===== config.mk =====
export PLATFORM = sky130hd
export DESIGN_NAME = fp_cmp_rr_scheduler
export DESIGN_NICKNAME = d
export VERILOG_FILES = /design/src/rtl/fp_sched_pkg.sv /design/src/rtl/fp_cmp_rr_scheduler_rr_arbiter.sv /design/src/rtl/fp_cmp_rr_scheduler.sv
export SDC_FILE = /design/constraint.sdc
export NUM_CORES = 1
export LEC_CHECK = 0
export ABC_AREA = 1
export CAP_MARGIN = 40
export CORE_AREA = 2 2 156 158
export DETAILED_ROUTE_END_ITERATION = 8
export DIE_AREA = 0 0 158 160
export PLACE_DENSITY = 0.73
export SETUP_SLACK_MARGIN = 0.3
export SLEW_MARGIN = 20
export SYNTH_ARGS = -nofsm -noshare
export SYNTH_HDL_FRONTEND = slang
export SYNTH_HIERARCHICAL = 1
export SYNTH_SLANG_ARGS = --single-unit

===== constraint.sdc =====
create_clock -name aclk -period 4.95 [get_ports aclk]
set_clock_uncertainty 0.05 [all_clocks]
set_input_delay 0.99 -clock aclk [delete_from_list [all_inputs] [get_ports aclk]]
set_output_delay 0.99 -clock aclk [all_outputs]
set_load 0.05 [all_outputs]

===== src/rtl/fp_sched_pkg.sv =====
// Shared types and helpers for the round-robin compare-unit scheduler.
package fp_sched_pkg;

    localparam int unsigned DEF_DATA_W  = 32;
    localparam int unsigned DEF_NUM_REQ = 4;

    // Index width that never collapses to zero bits.
    function automatic int unsigned clog2_min1(input int unsigned n);
        return (n <= 2) ? 1 : $clog2(n);
    endfunction

    localparam int unsigned DEF_TAG_W = clog2_min1(DEF_NUM_REQ);

    typedef logic [DEF_TAG_W-1:0] tag_t;

endpackage


===== src/rtl/fp_cmp_rr_scheduler_rr_arbiter.sv =====
// Combinational round-robin arbiter: one-hot grant to the first requester after ptr.
module rr_arbiter
    import fp_sched_pkg::*;
#(
    parameter  int unsigned N     = 4,
    localparam int unsigned PTR_W = clog2_min1(N)
) (
    input  logic [N-1:0]     req,
    input  logic [PTR_W-1:0] ptr,
    output logic [N-1:0]     grant
);

    logic             found;
    logic [PTR_W-1:0] idx;

    always_comb begin
        grant = '0;
        found = 1'b0;
        idx   = '0;
        // Offset N wraps back onto ptr itself, so the last grantee is lowest priority.
        for (int unsigned k = 1; k <= N; k++) begin
            idx = PTR_W'((32'(ptr) + k) % N);
            if (!found && req[idx]) begin
                grant[idx] = 1'b1;
                found      = 1'b1;
            end
        end
    end

endmodule


===== src/rtl/fp_cmp_rr_scheduler.sv =====
// Shares one fixed-latency FP less-than unit among NUM_REQ requesters, round-robin,
// tagging each issue and routing the result back to its originator.
module fp_cmp_rr_scheduler
    import fp_sched_pkg::*;
#(
    parameter  int unsigned NUM_REQ     = DEF_NUM_REQ,
    parameter  int unsigned DATA_W      = DEF_DATA_W,
    parameter  int unsigned CMP_LATENCY = 2,
    localparam int unsigned TAG_W       = clog2_min1(NUM_REQ),
    // Sized to hold CMP_LATENCY+2 outstanding operations.
    localparam int unsigned CNT_W       = $clog2(CMP_LATENCY + 3)
) (
    input  logic                      aclk,
    input  logic                      areset,
    input  logic [NUM_REQ-1:0]        req_valid,
    output logic [NUM_REQ-1:0]        req_ready,
    input  logic [NUM_REQ*DATA_W-1:0] req_value1,
    input  logic [NUM_REQ*DATA_W-1:0] req_value2,
    output logic [DATA_W-1:0]         cmp_value1,
    output logic [DATA_W-1:0]         cmp_value2,
    output logic                      cmp_issue,
    input  logic [DATA_W-1:0]         cmp_result,
    output logic [NUM_REQ-1:0]        rsp_valid,
    output logic [DATA_W-1:0]         rsp_result,
    output logic [CNT_W-1:0]          in_flight
);

    logic [NUM_REQ-1:0]     grant;
    logic [TAG_W-1:0]       ptr_q;
    logic [TAG_W-1:0]       grant_idx;
    logic                   accept;
    logic                   rsp_any;
    logic [DATA_W-1:0]      sel_value1;
    logic [DATA_W-1:0]      sel_value2;
    logic [NUM_REQ-1:0]     rsp_valid_d;

    // cmp_issue plus issue_tag_q form the stage the unit samples from;
    // pipe_* then tracks the op for the CMP_LATENCY cycles the unit takes.
    logic [TAG_W-1:0]       issue_tag_q;
    logic [CMP_LATENCY-1:0] pipe_vld_q;
    logic [TAG_W-1:0]       pipe_tag_q [CMP_LATENCY];

    rr_arbiter #(
        .N(NUM_REQ)
    ) u_arb (
        .req  (req_valid),
        .ptr  (ptr_q),
        .grant(grant)
    );

    always_comb begin
        req_ready   = areset ? '0 : grant;
        accept      = |req_ready;
        rsp_any     = |rsp_valid;
        grant_idx   = '0;
        sel_value1  = '0;
        sel_value2  = '0;
        rsp_valid_d = '0;
        for (int unsigned i = 0; i < NUM_REQ; i++) begin
            if (req_ready[i]) begin
                grant_idx  = TAG_W'(i);
                sel_value1 = req_value1[i*DATA_W +: DATA_W];
                sel_value2 = req_value2[i*DATA_W +: DATA_W];
            end
            rsp_valid_d[i] = pipe_vld_q[CMP_LATENCY-1]
                             && (pipe_tag_q[CMP_LATENCY-1] == TAG_W'(i));
        end
    end

    always_ff @(posedge aclk) begin
        if (areset) begin
            cmp_value1  <= '0;
            cmp_value2  <= '0;
            cmp_issue   <= 1'b0;
            issue_tag_q <= '0;
            pipe_vld_q  <= '0;
            for (int unsigned k = 0; k < CMP_LATENCY; k++) begin
                pipe_tag_q[k] <= '0;
            end
            rsp_valid   <= '0;
            rsp_result  <= '0;
            in_flight   <= '0;
            ptr_q       <= TAG_W'(NUM_REQ - 1);
        end else begin
            cmp_issue   <= accept;
            issue_tag_q <= grant_idx;
            if (accept) begin
                cmp_value1 <= sel_value1;
                cmp_value2 <= sel_value2;
                ptr_q      <= grant_idx;
            end
            pipe_vld_q[0] <= cmp_issue;
            pipe_tag_q[0] <= issue_tag_q;
            for (int unsigned k = 1; k < CMP_LATENCY; k++) begin
                pipe_vld_q[k] <= pipe_vld_q[k-1];
                pipe_tag_q[k] <= pipe_tag_q[k-1];
            end
            rsp_valid <= rsp_valid_d;
            if (pipe_vld_q[CMP_LATENCY-1]) begin
                rsp_result <= cmp_result;
            end
            in_flight <= in_flight + CNT_W'(accept) - CNT_W'(rsp_any);
        end
    end

endmodule

# Word-level counts from Yosys, hierarchy flattened
# Memory sizes are Yosys's and may differ from the RTL's.
# Cells that the tools add are included.
# classes
add_sub_neg	6
magnitude_cmp	8
n_eq_ne	3
bitwise	5
n_mux	40
reduce_logical	17
# op_table
cell	n
$mux 32	8
$mux 4	5
$mux 1	15
$lt 2x3->1 const B	4
$or 4x4->4	3
$logic_and 1x1->1	11
$bmux 1 s2	4
$demux 1 s2	4
$ge 2x1->1 const B	4
$mux 2	4
$reduce_or 4->1	2
$add 2x1->2 const B	2
$add 2x2->2 const B	2
$eq 2x2->1 const B	2
$add 3x1->3	1
$logic_not 1->1	3
$sub 3x1->3	1
$eq 2x1->1 const B	1
$logic_not 2->1	1
$or 1x1->1	2
# totals
mem_count	1
output_inout_bits	108
wordCells	89
ff_bits	110
input_bits	294
mem_bits_rw	4
# memory_table
name	words	word_bits	rd	rd_clocked_by_memory_dff	write_ports	line_no	source
pipe_tag_q	2	2	2	0	2	fp_cmp_rr_scheduler.sv:41	logic [TAG_W-1:0] pipe_tag_q [CMP_LATENCY];

# Depth between registers and ports, before layout
# Gate-level depths: netlist (run 1).
# logic_depth
ltp_word	18
depth_mapped	22
mapped_depth_nobuf	20

# Hierarchy
# The synthesis (run 1) kept the hierarchy.
# by_module_without_submodules
mod	n_inst	cells_each	seq_area_each_um2	area_each_um2
fp_cmp_rr_scheduler	1	1037	2282.2	6242.2
rr_arbiter	1	75	0.0	421.7

# Least setup slack after synthesis (run 1)
# No wires, ideal clock.
# synth_timing
path_kind	input port to output port
start	in req_valid[2]
end	out req_ready[3]
path_slack_ns	1.543
required_time_ns	3.910
arrival_time_ns	2.367
path_buffers	2
cell_stages	11
path_cell_list	nand2_1 nand3_2 nand2_4 nand2_4 nor2_4 nand2_1 nand3_1 nand2_4 inv_2 buf_2 buf_2
# synth_via
elab_chain_cells	13
word_cells_on_any_way	25
cone_classes	16 x mux; 3 x bitwise; 6 x reduce/logical
# synth_lines
item	line_no	source
start: declaration	fp_cmp_rr_scheduler.sv:15	input logic [NUM_REQ-1:0] req_valid,
$bmux 1 s2	fp_cmp_rr_scheduler_rr_arbiter.sv:23	if (!found && req[idx]) begin
$mux 1 (implied by the code)	fp_cmp_rr_scheduler_rr_arbiter.sv:23	
$mux 1	fp_cmp_rr_scheduler_rr_arbiter.sv:23	
$logic_not 1->1	fp_cmp_rr_scheduler_rr_arbiter.sv:23	
$logic_and 1x1->1	fp_cmp_rr_scheduler_rr_arbiter.sv:23	
$mux 1	fp_cmp_rr_scheduler_rr_arbiter.sv:23	
$logic_not 1->1	fp_cmp_rr_scheduler_rr_arbiter.sv:23	
$logic_and 1x1->1	fp_cmp_rr_scheduler_rr_arbiter.sv:23	
$mux 1	fp_cmp_rr_scheduler_rr_arbiter.sv:23	
$logic_not 1->1	fp_cmp_rr_scheduler_rr_arbiter.sv:23	
$logic_and 1x1->1	fp_cmp_rr_scheduler_rr_arbiter.sv:23	
$mux 4 *	fp_cmp_rr_scheduler_rr_arbiter.sv:23	
via grant[3]	fp_cmp_rr_scheduler.sv:28	logic [NUM_REQ-1:0] grant;
$mux 4 *	fp_cmp_rr_scheduler.sv:52	req_ready = areset ? '0 : grant;
end: declaration	fp_cmp_rr_scheduler.sv:16	output logic [NUM_REQ-1:0] req_ready,
# The timed path passes the listed nets; every way through them passes the cells marked *. The select of a mux whose other input is x is not followed.

# Worst setup path after layout (run 1)
# layout_timing
start	reg ptr_q[0]
end	out req_ready[3]
# layout_via
elab_chain_cells	14
word_cells_on_any_way	49
cone_classes	4 x add/sub; 8 x order compare; 24 x mux; 3 x bitwise; 10 x reduce/logical
# layout_lines
item	line_no	source
start: declaration	fp_cmp_rr_scheduler.sv:29	logic [TAG_W-1:0] ptr_q;
start signal: assignment	fp_cmp_rr_scheduler.sv:83	ptr_q <= TAG_W'(NUM_REQ - 1);
start signal: assignment	fp_cmp_rr_scheduler.sv:90	ptr_q <= grant_idx;
parallel branches: the longest is 12 deep, another holds $lt 2x3->1	n/a	
$mux 4 *	fp_cmp_rr_scheduler_rr_arbiter.sv:23	
via grant[3]	fp_cmp_rr_scheduler.sv:28	
$mux 4 *	fp_cmp_rr_scheduler.sv:52	
# Mark *: on every way through the listed nets, which the timed path passes. The select of a mux whose other input is x is not followed.

==> results of run 1 <==
==> worst max-delay path by stage <==
stage | to | from | depth (start not counted)
2_1_floorplan | req_ready[3] | req_valid[2] | 11
3_3_place_gp | in_flight[2] | req_valid[2] | 20
3_5_place_dp | in_flight[2] | req_valid[2] | 20
4_1_cts | req_ready[3] | ptr_q[0] | 13
5_1_grt | req_ready[3] | ptr_q[0] | 13
6_report | req_ready[3] | ptr_q[0] | 13
==> cell usage after synthesis (2+ instances only) <==
cell type / number / area share
nand2_1: 385 / 0.22
dfxtp_1: 114 / 0.34
a21oi_1: 150 / 0.11
nor3_1: 4 / 0.0030
buf_2: 16 / 0.012
nand3_1: 36 / 0.027
inv_1: 86 / 0.048
o211ai_1: 12 / 0.014
nor2_1: 122 / 0.069
nand3_2: 2 / 0.0030
buf_1: 7 / 0.0039
clkbuf_1: 43 / 0.024
inv_2: 12 / 0.0068
buf_4: 7 / 0.0079
nand2_2: 3 / 0.0028
o21ai_0: 85 / 0.064
nand4_1: 2 / 0.0019
ha_1: 10 / 0.019
nor2_2: 3 / 0.0028
nand2_4: 3 / 0.0051
==> state kept, by name, indices dropped and copies added, names as in the netlist <==
name	cells
cmp_issue	1
cmp_value1	32
cmp_value2	32
in_flight	3
issue_tag_q	2
pipe_tag_q	4
pipe_vld_q	2
ptr_q	2
rsp_result	32
rsp_valid	4
==> through the flow <==
stage / worst slack, ps / hold WS, ps / instance area, sq um / instances
2_1_floorplan: 1540 / 338 / 6660 / 1112
3_3_place_gp: 860 / 340 / 10900 / 1778
3_5_place_dp: 814 / 348 / 11000 / 1783
4_1_cts: 845 / 356 / 11600 / 1814
5_1_grt: 599 / 369 / 11600 / 1816
6_report: 849 / 355 / 11600 / 1816
==> worst max-delay path: cells and delay by family (launching register included) <==
kind	cells	cell delay (ps)
buffers and inverters	6	1060
flip-flops	1	580
AND/OR/NAND/NOR	6	620
adder cells (fa/ha/maj)	1	380
==> power by group through the flow <==
stage          Combinational, mW  Sequential, mW  Clock [mW]
2_1_floorplan               2.61            2.19           0
3_3_place_gp                4.94            1.38           0
3_5_place_dp                5.06            1.38           0
4_1_cts                     5.08            1.37        1.31
5_1_grt                     5.53            1.40        1.36
6_report                    5.06            1.37        1.28
==> layer usage <==
metal | track usage | wire [microns] | share of wire
met5 | 0 | 26 | 0.00088
met4 | 0.0954 | 950 | 0.032
met2 | 0.390 | 14400 | 0.49
met1 | 0.248 | 11200 | 0.38
met3 | 0.0760 | 2940 | 0.10
==> kinds of logic (layout without fill, tap and decap cells) <==
family | Yosys count | in the layout | synth area share
compound gates | 249 | 249 | 0.192
other cells | 0 | 2 | 0
xor+xnor | 1 | 1 | 0.00131
fa+ha+maj | 11 | 11 | 0.0218
flops | 114 | 114 | 0.342
simple gates | 564 | 564 | 0.336
buf+inv | 173 | 551 | 0.106
==> cell type report <==
cell class | count | area (sq um) | area share
Antenna cell | 2 | 5.00 | 0.000431
Clock buffer | 23 | 478 | 0.0411
Clock inverter | 8 | 128 | 0.0110
Inverter | 99 | 374 | 0.0322
Multi-Input combinational cell | 825 | 3700 | 0.319
Sequential cell | 114 | 2280 | 0.196
Tap cell | 324 | 405 | 0.0349
Timing Repair Buffer | 421 | 4250 | 0.365
==> metrics.md, run 1 <==
| Metric | Value |
|---|---|
| CTS Sinks | `114` |
| Die ar. | `0.0253 sq mm` |
| FILL cells | `2,419` |
| Max Cap Violations | `0` |
| Clock Latency Late Sink | `410 ps` |
| Syn Inst Count | `1,112` |
| Total Wirelength | `29,500 microns` |
| Area delta synth->final | `74.4%` |
| Initial antenna violation count | `4` |
| Sequential power share | `0.177` |
| Via/cell ratio | `4.73` |
| Yosys reg bits | `114` |
| Leak Pwr | `5.22 nW` |
| WHS Endpoint | `pipe_vld_q[1]` |
| # IOs | `around 400` |
| CTS Hold Bufs | `0` |
| Fin Setup TNS | `0 ps` |
| CP required | `3910 ps` |
| Final Cycle Share | `0.828` |
| Vias in the first global route | `8,360` |
| Ys Warns | `6` |
| Root buf cell | `clkbuf_16` |
| Reg2Reg Depth | `21` |
| Internal power | `about 3.7 mW` |
| Post-synthesis async set-or-reset flop share | `0` |
| Number of port buffers | `roughly 400` |
| TritonRoute pass-1 iters | `5` |
| Ys flop type | `dfxtp_1` |
| HP Start | `pipe_vld_q[0]` |
| Global-route wire length before repair | `between 40,000 and 50,000 microns` |
| Post-Syn Area | `0.00666 sq mm` |
| Worst reg2reg endpoint | `in_flight[2]` |
| Measured slew at the worst slew-check pin | `774 ps` |
| Initial DRC Count | `approximately 470` |
| Max frequency | `244 MHz` |
| Commonest non-fill, non-tap cell in the layout | `clkdlybuf4s50_1` |
| Clock-pin slew on the worst setup and hold paths | `60 ps` |
| Post-synthesis sequential area ratio | `0.342` |
| Final hold violation count | `0` |
| Total track usage | `0.225` |
| Final ANT Viol Nets | `0` |
| Core Area | `0.0238 sq mm` |
| Post-CTS setup buffers | `0` |
| H-tree depth | `4` |
| Worst Path Max Fanout | `43` |
| Setup violators final | `0` |
| FF-to-FF Start | `ptr_q[0]` |
| RSZ-0062 raised after global routing | `no` |
| Post-DP HPWL | `around 22,000 microns` |
| DR vias | `8,590` |
| PD cells | `664 mW/mm^2` |
| P_sw | `about 4 mW` |
| Clk pwr share | `0.166` |
| WP data arrival | `3060 ps` |
| Number of synthesized flops with an enable pin | `0` |
| Max IR drop VDD | `0.000341 V` |
| Post-Syn Nets | `1,417` |
| Fin crit period | `4100 ps` |
| Hold depth | `2` |
| CTS buffer count | `17` |
| CP Class | `reg2out` |
| Layout cells sized above 1 | `0.0564` |
| Tightest Hold Check Type | `reg2reg` |
| Fin. max-slew vios | `0` |
| Final Core Density | `0.488` |
| CP max-delay cell | `dfxtp_1` |
| Die width | `158 microns` |
| Relative slew slack | `0.484` |
| Avg Synthesized Cell Area | `5.99 sq um` |
| Nets | `1,783` |
| Status | `complete, no violations` |
| Die H | `160 microns` |
| CTS tree | `built` |
| Residual DRC count | `0` |
| Starting density of the core | `0.280` |
| Cell Rows | `57` |
| Commonest cells after routing, fill and taps aside | `clkdlybuf4s50_1 (396), nand2_1 (385), a21oi_1 (150), nor2_1 (122), dfxtp_1 (114)` |
| CP Capture Type | `output pin` |
| Cell variety after synth | `30` |
| Clock buffer depth | `2` |
| Overall Power | `7.72 mW` |
| Critical path, cell by cell | `inv_2, ha_1, inv_1, nand3_2, nand2_4, nand2_4, inv_2, nand3_1, nand3_1, nand2_4, buf_4, inv_2, buf_12` |
| Crit path largest cell delay | `580 ps` |
| R2R Setup Slk | `1210 ps` |
| Wire per inst | `16.2 microns` |
| Setup crit start kind | `flop` |
| Portion of total power attributed to combinational logic | `0.656` |
| Switching share of power | `0.516` |
| Post-CTS resize count | `0` |
| Overflow after GRT | `0` |
| Gpl congestion | `0.874` |
| Largest net degree at the start of global routing | `about 70` |
Note: power is estimated with default switching activity, not from simulation.
==> inputs of run 2 (changes only) <==
- PLACE_DENSITY: 0.73 -> 0.75
- clock period: 4.95 -> 3.7 ns (I/O delays scaled with it)
==> metrics.md, run 2 (synthesis results as in run 1) <==
| Metric | Value |
|---|---|
| Status | `complete, no violations (unchanged)` |
| Final ANT Viol Nets | `0 (unchanged)` |
| FF+latch area | `0.00228 sq mm (unchanged)` |
| Final Core Density | `0.493 (was 0.488)` |
| CP Capture Type | `output pin (unchanged)` |
| Setup violators final | `0 (unchanged)` |
| Die ar. | `0.0253 sq mm (unchanged)` |
| Clock buffer depth | `2 (unchanged)` |
| Worst Path Max Fanout | `7 (was 43)` |
| Largest net degree at the start of global routing | `58 (was 69)` |
| Fin Setup TNS | `0 ps (unchanged)` |
| Area delta synth->final | `76.3% (was 74.4%)` |
| Multi-input gate area | `0.00372 sq mm (was 0.00370 sq mm)` |
| Wire per inst | `16.5 microns (was 16.2 microns)` |
| Biggest regs | `cmp_value1 x32, cmp_value2 x32, rsp_result x32 (unchanged)` |
| Overflow after GRT | `0 (unchanged)` |
| Gpl congestion | `0.856 (was 0.874)` |
| Clock Latency Late Sink | `400 ps (was 410 ps)` |
| Starting density of the core | `0.280 (unchanged)` |
| Die H | `160 microns (unchanged)` |
| Final Cycle Share | `0.892` |
| Setup crit start kind | `primary input (was flop)` |
| GRT Max-Usage Layer | `met2 (unchanged)` |
| Nets | `1,795 (was 1,783)` |
| Total track usage | `0.226 (was 0.225)` |
| Grt met2 use | `0.394 (was 0.390)` |
| WHS Endpoint | `pipe_vld_q[1] (unchanged)` |
| Reg2Reg Depth | `20 (was 21)` |
| Initial antenna violation count | `4 (unchanged)` |
| Core Area | `0.0238 sq mm (unchanged)` |
| R2R Setup Slk | `580 ps (was 1210 ps)` |
| CTS tree | `built (unchanged)` |
| H-tree depth | `4 (unchanged)` |
| CP Class | `in2out (was reg2out)` |
| Vias in the first global route | `8,246 (was 8,360)` |
| CTS Sinks | `114 (unchanged)` |
| Via/cell ratio | `4.68 (was 4.73)` |
| Commonest non-fill, non-tap cell in the layout | `clkdlybuf4s50_1 (unchanged)` |
| Leak Pwr | `5.28 nW (was 5.22 nW)` |
| Measured slew at the worst slew-check pin | `790 ps (was 774 ps)` |
| Grt met3 use | `0.0697 (was 0.0760)` |
| Root buf cell | `clkbuf_16 (unchanged)` |
| FF-to-FF Start | `ptr_q[0] (unchanged)` |
| M1 GR Usage | `0.256 (was 0.248)` |
| Setup slack after layout | `398 ps (was 849 ps)` |
| Hold depth | `2 (unchanged)` |
| Worst reg2reg endpoint | `in_flight[2] (unchanged)` |
| HP Start | `pipe_vld_q[0] (unchanged)` |
| Global-route wire length before repair | `44,500 microns (was 44,200 microns)` |
| Initial DRC Count | `546 (was 466)` |
| Die width | `158 microns (unchanged)` |
| Max Cap Violations | `0 (unchanged)` |
| Final hold violation count | `0 (unchanged)` |
| Max IR drop VDD | `0.000610 V (was 0.000341 V)` |
| FILL cells | `2,381 (was 2,419)` |
| Tightest Hold Check Type | `reg2reg (unchanged)` |
| # IOs | `402 (unchanged)` |
| Cell Rows | `57 (unchanged)` |
| DR vias | `8,566 (was 8,590)` |
| TritonRoute pass-1 iters | `6 (was 5)` |
| RSZ-0062 raised after global routing | `yes (was no)` |
| Clock-pin slew on the worst setup and hold paths | `50 ps (was 60 ps)` |
| Residual DRC count | `0 (unchanged)` |
| Max frequency | `303 MHz` |
| Commonest cells after routing, fill and taps aside | `clkdlybuf4s50_1 (396), nand2_1 (384), a21oi_1 (150), nor2_1 (122), dfxtp_1 (114) (was clkdlybuf4s50_1 (396), nand2_1 (385), a21oi_1 (150), nor2_1 (122), dfxtp_1 (114))` |
| Fin crit period | `between 3000 and 4000 ps` |
| Post-DP HPWL | `21,500 microns (was 21,600 microns)` |
| Total Wirelength | `30,200 microns (was 29,500 microns)` |
| CP required | `2910 ps (was 3910 ps)` |
| Number of port buffers | `401 (unchanged)` |
| Layout cells sized above 1 | `0.0672 (was 0.0564)` |
| WP data arrival | `2510 ps (was 3060 ps)` |
| Fin. max-slew vios | `0 (unchanged)` |
| Hold_ws | `353 ps (was 355 ps)` |
| CTS buffer count | `17 (unchanged)` |
| PD cells | `891 mW/mm^2 (was 664 mW/mm^2)` |
| Relative slew slack | `0.473 (was 0.484)` |
| Place WS | `144 ps (was 814 ps)` |
[run 2: worst max path at each step]
| stage | start | endpoint | depth (start not counted) |
|---|---|---|---|
| 2_1_floorplan | ptr_q[0] | in_flight[2] | 22 |
| 3_3_place_gp | req_valid[2] | in_flight[2] | 19 |
| 3_5_place_dp | req_valid[2] | in_flight[2] | 19 |
| 4_1_cts | ptr_q[1] | req_ready[1] | 13 |
| 5_1_grt | ptr_q[0] | req_ready[1] | 13 |
| 6_report | req_valid[2] | req_ready[1] | 12 |
[run 2: report_power, final]
part	leakage (nW)	switching [mW]	internal [mW]
sequential	0.935	0.187	1.61
clock	0.285	0.666	1.02
combinational	4.06	4.62	2.36
total	5.28	5.47	4.99
[run 2: metrics by stage]
stage / total power [mW] / std cells / instance area [sq um]
6_report: 10.5 / 1831 / 11700
5_1_grt: 11.3 / 1831 / 11700
4_1_cts: 10.4 / 1820 / 11600
3_5_place_dp: 8.65 / 1788 / 11000
3_3_place_gp: 8.59 / 1787 / 11000
2_1_floorplan: 6.42 / 1112 / 6660
[run 2: worst max-delay path, cell delays in order]
cell and delay (ps):
clkdlybuf4s50_1 440, nand2_1 120, nand3_2 140, nand2_4 130, nand2_4 60, nor2_4 130
nand2_1 100, nand3_4 80, inv_2 50, nor2_4 180, buf_12 180, buf_12 140
[run 2: layer usage]
metal  part of all wire  vias to the layer above
li1                   -                     4270
met1               0.39                     3855
met2               0.48                      383
met3              0.095                       58
met4              0.033                        0
met5                  0                        -
[run 2: timing repair]
item	4_1_cts	5_1_grt
gates resized for setup	0	5
setup buffers	0	5
hold buffers	0	0
endpoints found under the setup margin	0	3
[run 2: layout make-up]
| class | count | share of cell area |
|---|---|---|
| timing repair buffer | 433 | 0.371 |
| multi-input combinational | 825 | 0.317 |
| sequential | 114 | 0.194 |
| clock buffer | 19 | 0.0377 |
| tap | 324 | 0.0345 |
| inverter | 99 | 0.0318 |
| clock inverter | 13 | 0.0128 |
| antenna | 4 | 0.000852 |
==> inputs of run 3 (changes only) <==
- ABC_AREA: 1 -> not set
- CORE_AREA: 2 2 156 158 -> 2 2 158 160
- DIE_AREA: 0 0 158 160 -> 0 0 160 162
- PLACE_DENSITY: 0.75 -> 0.69
- clock period: 3.7 -> 3.59 ns (I/O delays scaled with it)
==> metrics.md, run 3 <==
| Metric | Value |
|---|---|
| Leak Pwr | `4.48 nW (was 5.28 nW)` |
| Post-synth top area cell | `dfxtp_1 (unchanged)` |
| WP data arrival | `2750 ps (was 2510 ps)` |
| Critical path launch point | `ptr_q[0] (was req_valid[2])` |
| Die ar. | `0.0259 sq mm (was 0.0253 sq mm)` |
| Initial DRC Count | `307 (was 546)` |
| CP Class | `reg2out (was in2out)` |
| Compound-Gate Fraction of Synth Area | `0.271 (was 0.192)` |
| Ys flop type | `dfxtp_1 (unchanged)` |
| Relative slew slack | `0.606 (was 0.473)` |
| Gpl congestion | `0.801 (was 0.856)` |
| Number of synthesized flops with an enable pin | `0 (unchanged)` |
| Starting density of the core | `0.251 (was 0.280)` |
| Overall Power | `11.3 mW (was 10.5 mW)` |
| Die H | `162 microns (was 160 microns)` |
| Clock Latency Late Sink | `410 ps (was 400 ps)` |
| Layout cells sized above 1 | `0.152 (was 0.0672)` |
| Biggest regs | `cmp_value1 x32, cmp_value2 x32, rsp_result x32 (unchanged)` |
| Clock-pin slew on the worst setup and hold paths | `60 ps (was 50 ps)` |
| Overflow after GRT | `0 (unchanged)` |
| Worst path bufs/invs | `3 (was 4)` |
| Wire per inst | `19.1 microns (was 16.5 microns)` |
| Measured slew at the worst slew-check pin | `590 ps (was 790 ps)` |
| Number of port buffers | `401 (unchanged)` |
| Final Cell Area | `0.0117 sq mm (about the same)` |
| CTS tree | `built (unchanged)` |
| Via/cell ratio | `4.87 (was 4.68)` |
| Setup violators final | `0 (unchanged)` |
| Worst Path Max Fanout | `4 (was 7)` |
| Post-Syn Area | `0.00604 sq mm (was 0.00666 sq mm)` |
| Max IR drop VDD | `0.000491 V (was 0.000610 V)` |
| Final Core Density | `0.484 (was 0.493)` |
| H-tree depth | `4 (unchanged)` |
| Non-filler cells, final | `1,392 (was 1,831)` |
| CP delay by family, top | `simple AND/OR/NAND/NOR gates (unchanged)` |
| CTS Hold Bufs | `0 (unchanged)` |
| FF+latch area | `0.00229 sq mm (was 0.00228 sq mm)` |
| Total Wirelength | `26,700 microns (was 30,200 microns)` |
| Post-synthesis sequential area ratio | `0.378 (was 0.342)` |
| Crit path largest cell delay | `540 ps (was 440 ps)` |
| Commonest cells after routing, fill and taps aside | `clkdlybuf4s50_1 (392), dfxtp_1 (111), inv_1 (57), nor2_1 (35) (was clkdlybuf4s50_1 (396), nand2_1 (384), a21oi_1 (150), nor2_1 (122), dfxtp_1 (114))` |
| Yosys reg bits | `114 (unchanged)` |
| Vias in the first global route | `6,848 (was 8,246)` |
| DR vias | `6,776 (was 8,566)` |
| Core Area | `0.0241 sq mm (was 0.0238 sq mm)` |
| RSZ-0062 raised after global routing | `yes (unchanged)` |
| Count leader, synth | `dfxtp_1 (was nand2_1)` |
| Fin crit period | `3520 ps` |
| Initial antenna violation count | `0 (was 4)` |
| Tightest Hold Check Type | `reg2reg (unchanged)` |
| Synthesized-area fraction occupied by adder cells | `0.0240 (was 0.0218)` |
| # placed instances | `1,337 (was 1,788)` |
| Hold_ws | `389 ps (was 353 ps)` |
| TritonRoute pass-1 iters | `4 (was 6)` |
| Area share of and/or/nand/nor cells after synthesis | `0.110 (was 0.336)` |
| FILL cells | `2,333 (was 2,381)` |
| Synth top area share | `0.378 (was 0.342)` |
| Max frequency | `284 MHz` |
| Cell Rows | `57 (unchanged)` |
| Final hold violation count | `0 (unchanged)` |
| Max Cap Violations | `0 (unchanged)` |
| Clock buffer depth | `2 (unchanged)` |
| # IOs | `402 (unchanged)` |
| Final Cycle Share | `0.979` |
| Root buf cell | `clkbuf_16 (unchanged)` |
| CP max-delay cell | `mux4_2 (was clkdlybuf4s50_1)` |
| Multi-input gate area | `0.00347 sq mm (was 0.00372 sq mm)` |
| HP Start | `pipe_tag_q[0][1] (was pipe_vld_q[0])` |
| FF-to-FF Start | `ptr_q[0] (unchanged)` |
| Critical path, cell by cell | `inv_4, ha_4, mux4_2, nor4b_4, nand2_1, o211ai_1, buf_4, nor2b_4, buf_12 (was clkdlybuf4s50_1, nand2_1, nand3_2, nand2_4, nand2_4, nor2_4, nand2_1, nand3_4, inv_2, nor2_4, buf_12, buf_12)` |
| CTS buffer count | `17 (unchanged)` |
| Setup crit start kind | `flop (was primary input)` |
| Final ANT Viol Nets | `0 (unchanged)` |
| Commonest cells post-synth | `dfxtp_1 (114), inv_1 (64), nor2_1 (39) (was nand2_1 (385), a21oi_1 (150), nor2_1 (122))` |
| N_diodes | `0 (was 4)` |
| Cell area after placement | `0.0106 sq mm (was 0.0110 sq mm)` |
| Status | `complete, no violations (unchanged)` |
| CTS Sinks | `114 (unchanged)` |
| Total track usage | `0.192 (was 0.226)` |
| CP Capture Type | `output pin (unchanged)` |
| Avg Synthesized Cell Area | `9.36 sq um (was 5.99 sq um)` |
| Residual DRC count | `0 (unchanged)` |
| Post-DP HPWL | `19,200 microns (was 21,500 microns)` |
| Fin. max-slew vios | `0 (unchanged)` |
| Post-Synth XOR/XNOR Area | `0.00290 (was 0.00131)` |
| Main combinational cell family by area after synthesis | `compound AO/OA/AOI/OAI gates (was simple AND/OR/NAND/NOR gates)` |
| PD cells | `964 mW/mm^2 (was 891 mW/mm^2)` |
| Largest net degree at the start of global routing | `62 (was 58)` |
| Syn Inst Count | `645 (was 1,112)` |
| Commonest non-fill, non-tap cell in the layout | `clkdlybuf4s50_1 (unchanged)` |
| Post-synthesis async set-or-reset flop share | `0 (unchanged)` |
| Cell variety after synth | `42 (was 30)` |
| Nets | `1,360 (was 1,795)` |
| Global-route wire length before repair | `38,700 microns (was 44,500 microns)` |
| Ys Warns | `6 (unchanged)` |
| Die width | `160 microns (was 158 microns)` |
| Synth top area cells | `dfxtp_1 (38%), mux2i_1 (5.3%), mux2_2 (5.2%), a221o_1 (4.1%), a32o_1 (4.1%) (was dfxtp_1 (34%), nand2_1 (22%), a21oi_1 (11%), nor2_1 (6.9%), o21ai_0 (6.4%))` |
| Post-Syn Nets | `950 (was 1,417)` |
| CP required | `2820 ps (was 2910 ps)` |
| Area delta synth->final | `93.3% (was 76.3%)` |
| Post-synthesis mux area share | `0.121 (was 0)` |
[run 3: worst paths after layout]
| kind | endpoint | slack (ps) | cells past startpoint |
|---|---|---|---|
| min reg2reg | pipe_tag_q[0][3] | 390 | 1 |
| min | pipe_tag_q[0][3] | 390 | 1 |
| max | req_ready[1] | 70 | 9 |
| max reg2reg | in_flight[2] | 80 | 18 |
[run 3: metal layers]
metal / global-route usage / routed length [microns] / part of all wire / up-vias
met3: 0.0590 / 1930 / 0.072 / 34
met2: 0.335 / 13100 / 0.49 / 313
met4: 0.0557 / 448 / 0.017 / 0
li1: - / - / - / 3209
met5: 0 / 0 / 0 / -
met1: 0.227 / 11200 / 0.42 / 3220
[run 3: worst reg2reg max path, cell delays in order (launching register included)]
cell	delay (ps)
dfxtp_4	350
inv_4	40
ha_4	260
mux4_2	540
nor4b_4	360
nand2_1	90
o211ai_1	130
buf_4	170
nor2_2	50
a21oi_4	170
inv_2	70
ha_4	220
inv_4	60
ha_4	110
inv_2	30
fa_2	320
xor2_1	180
xnor2_1	130
nor2_1	50
[run 3: cell families (layout without fill, tap and decap cells)]
logic type,count (synthesis),after routing
simple gates,121,121
xor+xnor,2,2
fa+ha+maj,11,11
mux,64,64
buf+inv,128,551
compound gates,205,205
flops,114,114
[run 3: where the power goes]
group          internal, mW  leakage, nW  switching (mW)
logic                  3.59         3.27            4.13
clock network          1.05        0.280           0.670
registers              1.63        0.937           0.184
total                  6.27         4.48            4.99
[run 3: repair_timing]
action                     in CTS  in global routing
setup buffers                  12                  7
gates resized for setup        17                 59
gates cloned                    1                  3
pin swaps                      11                  9
setup endpoints to repair      69                 69
[run 3: final cells by class]
cell class,instances,area share
multi-input cells,403,0.297
clock buffers,19,0.0379
inverters,64,0.0214
well taps,324,0.0347
flip-flops and latches,114,0.196
clock inverters,13,0.0131
repair buffers,455,0.400
[run 3: stage by stage]
| stage | TNS, ps | setup WS (ps) |
|---|---|---|
| after global placement | -12850 | -325 |
| after global routing | -169 | -105 |
| after detailed placement | -17500 | -389 |
| after CTS | 0 | 55.1 |
| after floorplan | -207 | -116 |
| final | 0 | 73.7 |
